==> config.mk <==
export PLATFORM = sky130hd
export DESIGN_NAME = reorder_tag_forwarder_flat
export DESIGN_NICKNAME = d
export VERILOG_FILES = /design/src/rtl/reorder_tag_forwarder_pkg.sv /design/src/rtl/reorder_tag_forwarder_if.sv /design/src/rtl/reorder_tag_forwarder_tag_allocator.sv /design/src/rtl/reorder_tag_forwarder.sv /design/src/flat_wrapper.sv
export SDC_FILE = /design/constraint.sdc
export NUM_CORES = 1
export LEC_CHECK = 0
export CORE_MARGIN = 2
export CORE_UTILIZATION = 35
export CTS_BUF_LIST = sky130_fd_sc_hd__clkbuf_8 sky130_fd_sc_hd__clkbuf_16
export DETAILED_ROUTE_END_ITERATION = 8
export MAX_ROUTING_LAYER = met4
export PLACE_DENSITY = 0.74
export SYNTH_ARGS = -nofsm -noshare
export SYNTH_HDL_FRONTEND = slang
export SYNTH_HIERARCHICAL = 1
export SYNTH_SLANG_ARGS = --single-unit
==> constraint.sdc <==
create_clock -name clk -period 9.2 [get_ports clk]
set_input_delay 2.3 -clock clk [delete_from_list [all_inputs] [get_ports clk]]
set_output_delay 2.3 -clock clk [all_outputs]
set_load 0.01 [all_outputs]
==> src/rtl/reorder_tag_forwarder_pkg.sv <==
// Shared defaults and FSM encoding for the reorder tag forwarder.
package reorder_tag_forwarder_pkg;

    localparam int DEF_TAG_WIDTH            = 6;
    localparam int DEF_CIRCULAR_BUFFER_SIZE = 50;
    localparam int DEF_DATA_WIDTH           = 64;
    localparam int DEF_MAX_TDATA_PER_PACKET = 256;

    typedef enum logic [1:0] {
        ST_IDLE   = 2'd0,
        ST_STREAM = 2'd1,
        ST_DRAIN  = 2'd2
    } fwd_state_e;

    // One extra bit so the count can hold the limit itself.
    function automatic int beat_cnt_width(input int max_beats);
        return $clog2(max_beats) + 1;
    endfunction

endpackage

==> src/rtl/reorder_tag_forwarder_if.sv <==
// Stream bundle between the filter input, the forwarder and the circular buffer write port.
interface reorder_tag_forwarder_if
    import reorder_tag_forwarder_pkg::*;
#(
    parameter int DATA_WIDTH = DEF_DATA_WIDTH,
    parameter int TAG_WIDTH  = DEF_TAG_WIDTH
);
    logic [DATA_WIDTH-1:0] s_TDATA;
    logic                  s_TLAST;
    logic                  s_TVALID;
    logic                  s_TREADY;

    logic [DATA_WIDTH-1:0] buffer_TDATA;
    logic [TAG_WIDTH-1:0]  reorder_tag_out;
    logic                  buffer_TLAST;
    logic                  buffer_TVALID;
    logic                  buffer_TREADY;
    logic                  fwd_rdy;

    // Forwarder side.
    modport master (
        input  s_TDATA, s_TLAST, s_TVALID, buffer_TREADY, fwd_rdy,
        output s_TREADY, buffer_TDATA, reorder_tag_out, buffer_TLAST, buffer_TVALID
    );

    // Environment side: filter source and circular buffer sink.
    modport slave (
        output s_TDATA, s_TLAST, s_TVALID, buffer_TREADY, fwd_rdy,
        input  s_TREADY, buffer_TDATA, reorder_tag_out, buffer_TLAST, buffer_TVALID
    );

endinterface

==> src/rtl/reorder_tag_forwarder_tag_allocator.sv <==
// Sequential tag issue with wrap, plus the credit count of tags still held by the buffer.
module reorder_tag_forwarder_tag_allocator
    import reorder_tag_forwarder_pkg::*;
#(
    parameter int TAG_WIDTH            = DEF_TAG_WIDTH,
    parameter int CIRCULAR_BUFFER_SIZE = DEF_CIRCULAR_BUFFER_SIZE
)(
    input  logic                 clk,
    input  logic                 rst_n,
    input  logic                 alloc,
    input  logic                 release_valid,
    output logic [TAG_WIDTH-1:0] next_tag,
    output logic [TAG_WIDTH:0]   outstanding,
    output logic                 has_credit,
    output logic                 err_release
);
    localparam int                   OW       = TAG_WIDTH + 1;
    localparam logic [TAG_WIDTH-1:0] LAST_TAG = TAG_WIDTH'(CIRCULAR_BUFFER_SIZE - 1);
    localparam logic [OW-1:0]        FULL_CNT = OW'(CIRCULAR_BUFFER_SIZE);

    logic release_ok;

    // A release against an empty count is bogus and must not underflow.
    assign release_ok = release_valid && (outstanding != '0);

    // A release this cycle frees a slot for a packet start in the same cycle.
    assign has_credit = (outstanding < FULL_CNT) || release_valid;

    // Tag counter, credit counter and spurious-release flag.
    always_ff @(posedge clk or negedge rst_n) begin
        if (!rst_n) begin
            next_tag    <= '0;
            outstanding <= '0;
            err_release <= 1'b0;
        end else begin
            err_release <= release_valid && (outstanding == '0);
            if (alloc) begin
                next_tag <= (next_tag == LAST_TAG) ? '0 : next_tag + 1'b1;
            end
            case ({alloc, release_ok})
                2'b10:   outstanding <= outstanding + 1'b1;
                2'b01:   outstanding <= outstanding - 1'b1;
                default: outstanding <= outstanding;
            endcase
        end
    end

endmodule

==> src/rtl/reorder_tag_forwarder.sv <==
// Stamps each input packet with a reorder tag and forwards it, one register deep, to the buffer.
module reorder_tag_forwarder
    import reorder_tag_forwarder_pkg::*;
#(
    parameter int TAG_WIDTH            = DEF_TAG_WIDTH,
    parameter int CIRCULAR_BUFFER_SIZE = DEF_CIRCULAR_BUFFER_SIZE,
    parameter int DATA_WIDTH           = DEF_DATA_WIDTH,
    parameter int MAX_TDATA_PER_PACKET = DEF_MAX_TDATA_PER_PACKET
)(
    input  logic                   clk,
    input  logic                   rst_n,
    reorder_tag_forwarder_if.master bus,
    input  logic                   tag_release_valid,
    output logic [TAG_WIDTH:0]     outstanding,
    output logic                   err_overlen,
    output logic                   err_release
);
    localparam int             BCW       = beat_cnt_width(MAX_TDATA_PER_PACKET);
    localparam logic [BCW-1:0] MAX_BEATS = BCW'(MAX_TDATA_PER_PACKET);

    fwd_state_e            state;
    logic [BCW-1:0]        beat_cnt;
    logic [BCW-1:0]        beat_nxt;
    logic [DATA_WIDTH-1:0] data_p1;
    logic                  last_p1;
    logic [TAG_WIDTH-1:0]  tag_p1;
    logic                  vld_p1;

    logic [TAG_WIDTH-1:0]  next_tag;
    logic                  has_credit;
    logic                  state_ok;
    logic                  in_ready;
    logic                  out_xfer;
    logic                  in_xfer;
    logic                  alloc;

    assign out_xfer = vld_p1 & bus.buffer_TREADY & bus.fwd_rdy;
    // Only a packet start needs a free tag; mid-packet and discard beats always flow.
    assign state_ok = (state == ST_IDLE) ? has_credit : 1'b1;
    // rst_n gating keeps s_TREADY low while reset is held.
    assign in_ready = rst_n & (!vld_p1 | out_xfer) & state_ok;
    assign in_xfer  = bus.s_TVALID & in_ready;
    assign alloc    = in_xfer & (state == ST_IDLE);
    assign beat_nxt = beat_cnt + 1'b1;

    reorder_tag_forwarder_tag_allocator #(
        .TAG_WIDTH            (TAG_WIDTH),
        .CIRCULAR_BUFFER_SIZE (CIRCULAR_BUFFER_SIZE)
    ) u_tag_allocator (
        .clk           (clk),
        .rst_n         (rst_n),
        .alloc         (alloc),
        .release_valid (tag_release_valid),
        .next_tag      (next_tag),
        .outstanding   (outstanding),
        .has_credit    (has_credit),
        .err_release   (err_release)
    );

    // Packet FSM and output register: load on accept, hold until the buffer takes the beat.
    always_ff @(posedge clk or negedge rst_n) begin
        if (!rst_n) begin
            state       <= ST_IDLE;
            beat_cnt    <= '0;
            data_p1     <= '0;
            last_p1     <= 1'b0;
            tag_p1      <= '0;
            vld_p1      <= 1'b0;
            err_overlen <= 1'b0;
        end else begin
            err_overlen <= 1'b0;
            if (out_xfer) begin
                vld_p1 <= 1'b0;
            end
            if (in_xfer) begin
                case (state)
                    ST_IDLE: begin
                        data_p1  <= bus.s_TDATA;
                        last_p1  <= bus.s_TLAST;
                        tag_p1   <= next_tag;
                        vld_p1   <= 1'b1;
                        beat_cnt <= BCW'(1);
                        state    <= bus.s_TLAST ? ST_IDLE : ST_STREAM;
                    end
                    ST_STREAM: begin
                        data_p1  <= bus.s_TDATA;
                        vld_p1   <= 1'b1;
                        beat_cnt <= beat_nxt;
                        if (bus.s_TLAST) begin
                            last_p1 <= 1'b1;
                            state   <= ST_IDLE;
                        end else if (beat_nxt == MAX_BEATS) begin
                            // Truncate: close the packet here and swallow the rest.
                            last_p1     <= 1'b1;
                            err_overlen <= 1'b1;
                            state       <= ST_DRAIN;
                        end else begin
                            last_p1 <= 1'b0;
                        end
                    end
                    ST_DRAIN: begin
                        if (bus.s_TLAST) begin
                            state <= ST_IDLE;
                        end
                    end
                    default: state <= ST_IDLE;
                endcase
            end
        end
    end

    assign bus.s_TREADY        = in_ready;
    assign bus.buffer_TDATA    = data_p1;
    assign bus.buffer_TLAST    = last_p1;
    assign bus.reorder_tag_out = tag_p1;
    assign bus.buffer_TVALID   = vld_p1;

endmodule

==> src/flat_wrapper.sv <==
// flat-port wrapper written by rule: the top's interface ports become plain ports
module reorder_tag_forwarder_flat import reorder_tag_forwarder_pkg::*;
#(
    parameter int TAG_WIDTH            = DEF_TAG_WIDTH,
    parameter int CIRCULAR_BUFFER_SIZE = DEF_CIRCULAR_BUFFER_SIZE,
    parameter int DATA_WIDTH           = DEF_DATA_WIDTH,
    parameter int MAX_TDATA_PER_PACKET = DEF_MAX_TDATA_PER_PACKET
)
  (clk, rst_n, tag_release_valid, outstanding, err_overlen, err_release, bus_s_TDATA, bus_s_TLAST, bus_s_TVALID, bus_buffer_TREADY, bus_fwd_rdy, bus_s_TREADY, bus_buffer_TDATA, bus_reorder_tag_out, bus_buffer_TLAST, bus_buffer_TVALID);
  reorder_tag_forwarder_if #(.DATA_WIDTH(DATA_WIDTH), .TAG_WIDTH(TAG_WIDTH)) bus_i ();
  input  logic clk;
  input  logic rst_n;
  input  logic tag_release_valid;
  output logic [TAG_WIDTH:0] outstanding;
  output logic err_overlen;
  output logic err_release;
  input wire logic [$bits(bus_i.s_TDATA)-1:0] bus_s_TDATA;
  input wire logic [$bits(bus_i.s_TLAST)-1:0] bus_s_TLAST;
  input wire logic [$bits(bus_i.s_TVALID)-1:0] bus_s_TVALID;
  input wire logic [$bits(bus_i.buffer_TREADY)-1:0] bus_buffer_TREADY;
  input wire logic [$bits(bus_i.fwd_rdy)-1:0] bus_fwd_rdy;
  output wire logic [$bits(bus_i.s_TREADY)-1:0] bus_s_TREADY;
  output wire logic [$bits(bus_i.buffer_TDATA)-1:0] bus_buffer_TDATA;
  output wire logic [$bits(bus_i.reorder_tag_out)-1:0] bus_reorder_tag_out;
  output wire logic [$bits(bus_i.buffer_TLAST)-1:0] bus_buffer_TLAST;
  output wire logic [$bits(bus_i.buffer_TVALID)-1:0] bus_buffer_TVALID;
  assign bus_i.s_TDATA = bus_s_TDATA;
  assign bus_i.s_TLAST = bus_s_TLAST;
  assign bus_i.s_TVALID = bus_s_TVALID;
  assign bus_i.buffer_TREADY = bus_buffer_TREADY;
  assign bus_i.fwd_rdy = bus_fwd_rdy;
  assign bus_s_TREADY = bus_i.s_TREADY;
  assign bus_buffer_TDATA = bus_i.buffer_TDATA;
  assign bus_reorder_tag_out = bus_i.reorder_tag_out;
  assign bus_buffer_TLAST = bus_i.buffer_TLAST;
  assign bus_buffer_TVALID = bus_i.buffer_TVALID;
  reorder_tag_forwarder #(.TAG_WIDTH(TAG_WIDTH), .CIRCULAR_BUFFER_SIZE(CIRCULAR_BUFFER_SIZE), .DATA_WIDTH(DATA_WIDTH), .MAX_TDATA_PER_PACKET(MAX_TDATA_PER_PACKET)) u_core (.clk(clk), .rst_n(rst_n), .bus(bus_i), .tag_release_valid(tag_release_valid), .outstanding(outstanding), .err_overlen(err_overlen), .err_release(err_release));
endmodule
# --- Word-level counts from Yosys, hierarchy flattened ---
# Cells that the tools add are included.
word_totals:
  regBits: 98
  latch_bits: 0
  mem_bits_rw: 0
  mem_bits_ro: 0
  input_bits: 71
  wordCells: 62
  n_memories: 0
op_classes:
  addsub: 4
  multipliers: 0
  n_div: 0
  order_cmp: 1
  n_eq_ne: 8
  n_shift: 0
  muxes: 18
  bitwise: 7
  reduce_logical: 14
op_table:
  columns: ["op", "n"]
  rows:
  - ["$pmux W9 S2", 1]
  - ["$pmux W7 S2", 1]
  - ["$mux W1", 10]
  - ["$add A9 B1 Y9 const B", 1]
  - ["$eq A9 B9 Y1 const B", 1]
  - ["$add A7 B1 Y7 const B", 1]
  - ["$logic_not A7 Y1", 1]
  - ["$lt A7 B6 Y1 const B", 1]
  - ["$reduce_bool A7 Y1", 1]
  - ["$sub A7 B1 Y7 const B", 1]
  - ["$add A6 B1 Y6 const B", 1]
  - ["$and A1 B1 Y1", 6]
  - ["$eq A6 B6 Y1 const B", 1]
  - ["$mux W2", 3]
  - ["$mux W6", 1]
  - ["$pmux W2 S3", 1]
  - ["$reduce_and A2 Y1", 3]
  - ["$eq A2 B1 Y1 const B", 2]
  - ["$eq A2 B2 Y1 const B", 2]
  - ["$reduce_bool A2 Y1", 2]
  - ["$ne A3 B2 Y1 const B", 1]
  - ["$reduce_and A3 Y1", 1]
  - ["$logic_and A1 B1 Y1", 2]
  - ["$logic_not A2 Y1", 1]
  - ["6 further kinds", 6]

# --- Longest topological paths before layout ---
logic_depth:
  depth_word: 9
  depth_mapped: 17

# --- Cells and area by module ---
# The synthesis kept the hierarchy.
modules_own_cells:
  columns: ["mod", "n_inst", "cells_per_inst", "area_per_inst_um2", "seq_area_each_um2"]
  rows:
  - ["reorder_tag_forwarder", 1, 381, 3547.2, 2102.0]
  - ["reorder_tag_forwarder_tag_allocator", 1, 95, 892.1, 350.3]

# --- Least setup slack after synthesis ---
# OpenSTA, ideal clock, no wires.
synth_timing:
  kind: "input to output"
  from: "in tag_release_valid"
  to: "out bus_s_TREADY"
  arrival_ns: 2.961
  required_time_ns: 6.900
  slack_ns: 3.939
  path_stages: 3
  cell_sequence: "o21bai_1 > or2_2 > o211a_1"
synth_via:
  elab_chain_cells: 3
synth_lines:
  columns: ["item", "line_no", "rtl"]
  rows:
  - ["start, declared", "flat_wrapper.sv:13", "input logic tag_release_valid;"]
  - ["$logic_or A1 B1 Y1", "reorder_tag_forwarder_tag_allocator.sv:27", "assign has_credit = (outstanding < FULL_CNT) || release_valid;"]
  - ["$mux W1", "reorder_tag_forwarder.sv:39", "assign state_ok = (state == ST_IDLE) ? has_credit : 1'b1;"]
  - ["$and A1 B1 Y1", "reorder_tag_forwarder.sv:41", "assign in_ready = rst_n & (!vld_p1 | out_xfer) & state_ok;"]
  - ["end, declared", "flat_wrapper.sv:22", "output wire logic [$bits(bus_i.s_TREADY)-1:0] bus_s_TREADY;"]
# No other way between the ends.

# --- Final worst setup path ---
layout_timing:
  from: "in tag_release_valid"
  to: "out bus_s_TREADY"
layout_via:
  elab_chain_cells: 3
layout_lines:
  columns: ["item", "line_no", "rtl"]
  rows:
  - ["$logic_or A1 B1 Y1", "reorder_tag_forwarder_tag_allocator.sv:27", null]
  - ["named net u_core.has_credit", "reorder_tag_forwarder.sv:30", "logic has_credit;"]
  - ["$mux W1", "reorder_tag_forwarder.sv:39", null]
  - ["$and A1 B1 Y1", "reorder_tag_forwarder.sv:41", null]
# The timed path passes the listed nets, and every way through them passes these cells.

==> flow_summary.toml <==
[timing]
fin_crit_ns = 6.25
slew_violations = 0
worstMarginPinSlew_ns = 1.19
rsz0062_at_grt = "no"
setup_total_negative_slack_ns = 0
fin_crit_sh_pct = 67.9
timing.clock.skew_ns = 0.00425
timing.final.hold_violations = 0
setup_violations = 0
clock.fmax_mhz = 160
hold_ws_ns = 0.472
slew-limit-headroom_pct = 20.9

[detailed_routing]
drt-total-wl_um = 10600
ant_nets = 0
overall_via_count_from_detail_route = 3650
drt_iter0_markers = 144
avgRoutedWirePerCell_um = 13.4
drt_pass1_iterations = 4
drt_drc_violations_left = 0
post_drt_via_cell_ratio = 4.61

[yosys]
ys_async_sr_fraction_pct = 100
synth.ff_latch_count = 98
synth_area_leaders = "sky130_fd_sc_hd__dfrtp_1 55%, sky130_fd_sc_hd__nand2_1 18%, sky130_fd_sc_hd__mux2_4 2.0%"
synth-edff-count = 0
synth_ff_type = "sky130_fd_sc_hd__dfrtp_1"
post_synth_instance_area_um2 = 4440
synth_cell_types = 59
post_synthesis_sequential_area_ratio_pct = 55.2
synth_top_area_cell = "sky130_fd_sc_hd__dfrtp_1"
synth_top_area_share_pct = 55.2
yosysWarnings = 6
synthCells = 476
synthesis.nets = 554
synth_area_per_inst_um2 = 9.33

[power]
power-per-cell-area_nw_per_um2 = 309
fin_total_pwr_mw = 1.95
power.combinational.fraction_pct = 41.1
power.leakage_nw = 2.96
power.share.switching_pct = 34.0
power.net_switching_mw = 0.665
clkPwrFrac_pct = 18.6
ir_drop_mv = 0.154
internal_power_mw = 1.29
pwr-share-seq_pct = 40.2

[critical_path]
path_max_fanout = 3
crit_path_cell_trace = "clkdlybuf4s50_1 > o21bai_1 > or2_2 > o211a_1 > clkdlybuf4s50_1"
timing_worst_setup_path_type = "in -> out"
crit_path_leading_delay_family = "buffers and inverters"
critPathLaunchType = "input pin"
worst_r2r_startpoint = "u_core/u_tag_allocator/outstanding[1]"
slowest_stage = "sky130_fd_sc_hd__clkdlybuf4s50_1"
critPathRequiredTime_ns = 6.90
timing.critical_path.mode_cell = "sky130_fd_sc_hd__clkdlybuf4s50_1"
crit_start = "tag_release_valid"
cp_slowest_stage_delay_ns = 0.48
cp.buffers_inverters = 2
regToRegSetupSlack_ns = 5.39
r2r_end = "u_core/u_tag_allocator/outstanding[6]"
reg2regPathDepth = 13
timing.critical_path.to_type = "output pin"
crit_arrival_ns = 3.95

[cells_and_area]
syn2layout_area_growth_pct = 42.6
post-route-util_pct = 50.6
drive_gt1_share_pct = 6.14
finish.cell_count_without_fillers = 791
antennaDiodeCount = 0
final.fill_count = 1184
nNetsFinal = 693

[clock_network]
cts_made_buffers = 9
cts.reportedPaths.clkPinSlew_ns = 0.06
clock_path_buffers = 2
cts_setup_buffers = 0
cts.htree.levels = 3
tritoncts_clock_tree = "built"
number_of_cells_upsized_or_downsized_after_cts = 0
cts_hold_buf = 0
clockRootBuffer = "sky130_fd_sc_hd__clkbuf_16"
clk-insertion-delay-late_ns = 0.34
clkSinkCount = 98

[die]
die_area_um2 = 13600
design.core.area_um2 = 12500
rows = 41
floorplan.initialDensity_pct = 35.5
design.portCount = 153
die_height_um = 117
die_w_um = 117

[hold_path]
hold_class = "reg -> reg"
whs_path_depth = 2
timing.hold.worst_endpoint = "u_core/bus.buffer_TDATA[52]"
min_from = "u_core/bus.buffer_TDATA[52]"

[placement]
hpwl_um = 7470
placed_cells = 776
place_congestion = 0.820
io_buffer_count = 152

[run]
maxCapViolations = 0

[global_routing]
grt_antenna_before_repair = 0
wire_length_of_the_first_global_routing_pass_um = 17300
first_global_vias = 3674
maximum_number_of_pins_on_one_net_before_global_route_repair = 66
global_route.overflow_total = 0
all_layer_global_routing_usage_pct = 16.6

[outcome]
status = "finished clean"
[cells in the final DEF (no fill, tap or decap), drive strengths merged, types with 2 or more instances in the layout]
cell             n
clkdlybuf4s50  151
nand2          215
mux2i            5
inv              6
clkbuf          10
nor2            15
dfrtp           98
and2             2
clkinv           2
nor4             5
a21oi            7
o22ai            4
a22o             3
nor3             5
o21ai           12
a21boi           2
ha               7
a21o             3
and3             5
nor2b            2
xnor2            6
nand2b           2
nor3b            2
and3b            3
buf              3
xor2             6
nand4            4
nand3            5
mux2             8
or2              2
[Yosys cell counts, drive strengths merged (2+ instances only)]
library cell / n
a21boi: 2
a21o: 3
a21oi: 7
a22o: 3
and2: 2
and3: 5
and3b: 3
buf: 19
clkbuf: 7
dfrtp: 98
ha: 7
inv: 4
mux2: 8
mux2i: 5
nand2: 215
nand2b: 2
nand3: 5
nand4: 4
nor2: 15
nor2b: 2
nor3: 5
nor3b: 2
nor4: 5
o21ai: 12
o22ai: 4
or2: 2
xnor2: 6
xor2: 6
[cells by family (layout without fill, tap and decap cells)]
logic type	count (synthesis)	after routing	synth area share [%]
adder cells (fa/ha/maj)	7	7	1.97
buffers and inverters	30	173	3.72
flip-flops	98	98	55.2
multiplexers	13	13	3.66
AND/OR/NAND/NOR	271	271	25.9
AO/OA/AOI/OAI	45	45	7.16
XOR/XNOR	12	12	2.37
[cell type report]
type                    instances  area (um2)  share of cell area [%]
flip-flops and latches         98        2450                    38.7
inverters                       4        15.0                   0.237
multi-input cells             348        1830                    28.9
well taps                     172         215                    3.40
clock inverters                 5        47.5                   0.751
clock buffers                  10         239                    3.77
repair buffers                154        1530                    24.2
[power by group through the flow]
stage / Combinational (mW) / Sequential, mW / Clock (mW)
finish: 0.804 / 0.787 / 0.364
floorplan: 0.328 / 0.820 / 0
CTS: 0.816 / 0.788 / 0.377
global route: 0.884 / 0.814 / 0.399
detailed placement: 0.816 / 0.788 / 0
global placement: 0.795 / 0.779 / 0
[metal layers]
| layer | vias to the layer above | wire (um) | GRT usage [%] |
|---|---|---|---|
| met5 | - | 0 | - |
| met4 | 0 | 170 | 6.35 |
| met3 | 13 | 777 | 4.57 |
| met2 | 120 | 4950 | 26.9 |
| met1 | 1700 | 4710 | 19.9 |
| li1 | 1817 | - | - |
[worst register-to-register path, delay by kind of cell, from the launching register on]
kind / cells / cell delay [ns]
adder cells (fa/ha/maj): 2 / 0.61
flip-flops: 1 / 0.50
AO/OA/AOI/OAI: 2 / 0.38
XOR/XNOR: 2 / 0.35
multiplexers: 1 / 0.23
buffers and inverters: 1 / 0.15
AND/OR/NAND/NOR: 5 / 1.48
[registers in the layout (all words and copies together), names as in the netlist]
name,count
u_core/beat_cnt,9
u_core/bus.reorder_tag_out,6
u_core/u_tag_allocator/err_release,1
u_core/bus.buffer_TDATA,64
u_core/state,2
u_core/err_overlen,1
u_core/bus.buffer_TLAST,1
u_core/u_tag_allocator/next_tag,6
u_core/u_tag_allocator/outstanding,7
u_core/bus.buffer_TVALID,1
[worst max-delay path by stage]
stage                              end  slack, ns  depth (start not counted)
after global placement    bus_s_TREADY       2.91                          5
final                     bus_s_TREADY       2.95                          5
after global routing      bus_s_TREADY       2.86                          5
after CTS                 bus_s_TREADY       2.91                          5
after detailed placement  bus_s_TREADY       2.90                          5
after floorplan           bus_s_TREADY       3.94                          3
[through the flow]
stage | cell area [um2] | setup slack [ns]
after floorplan | 4440 | 3.94
after global placement | 6040 | 2.91
after detailed placement | 6040 | 2.90
after CTS | 6330 | 2.91
after global routing | 6330 | 2.86
final | 6330 | 2.95
Power figures use the tool's default switching activity.
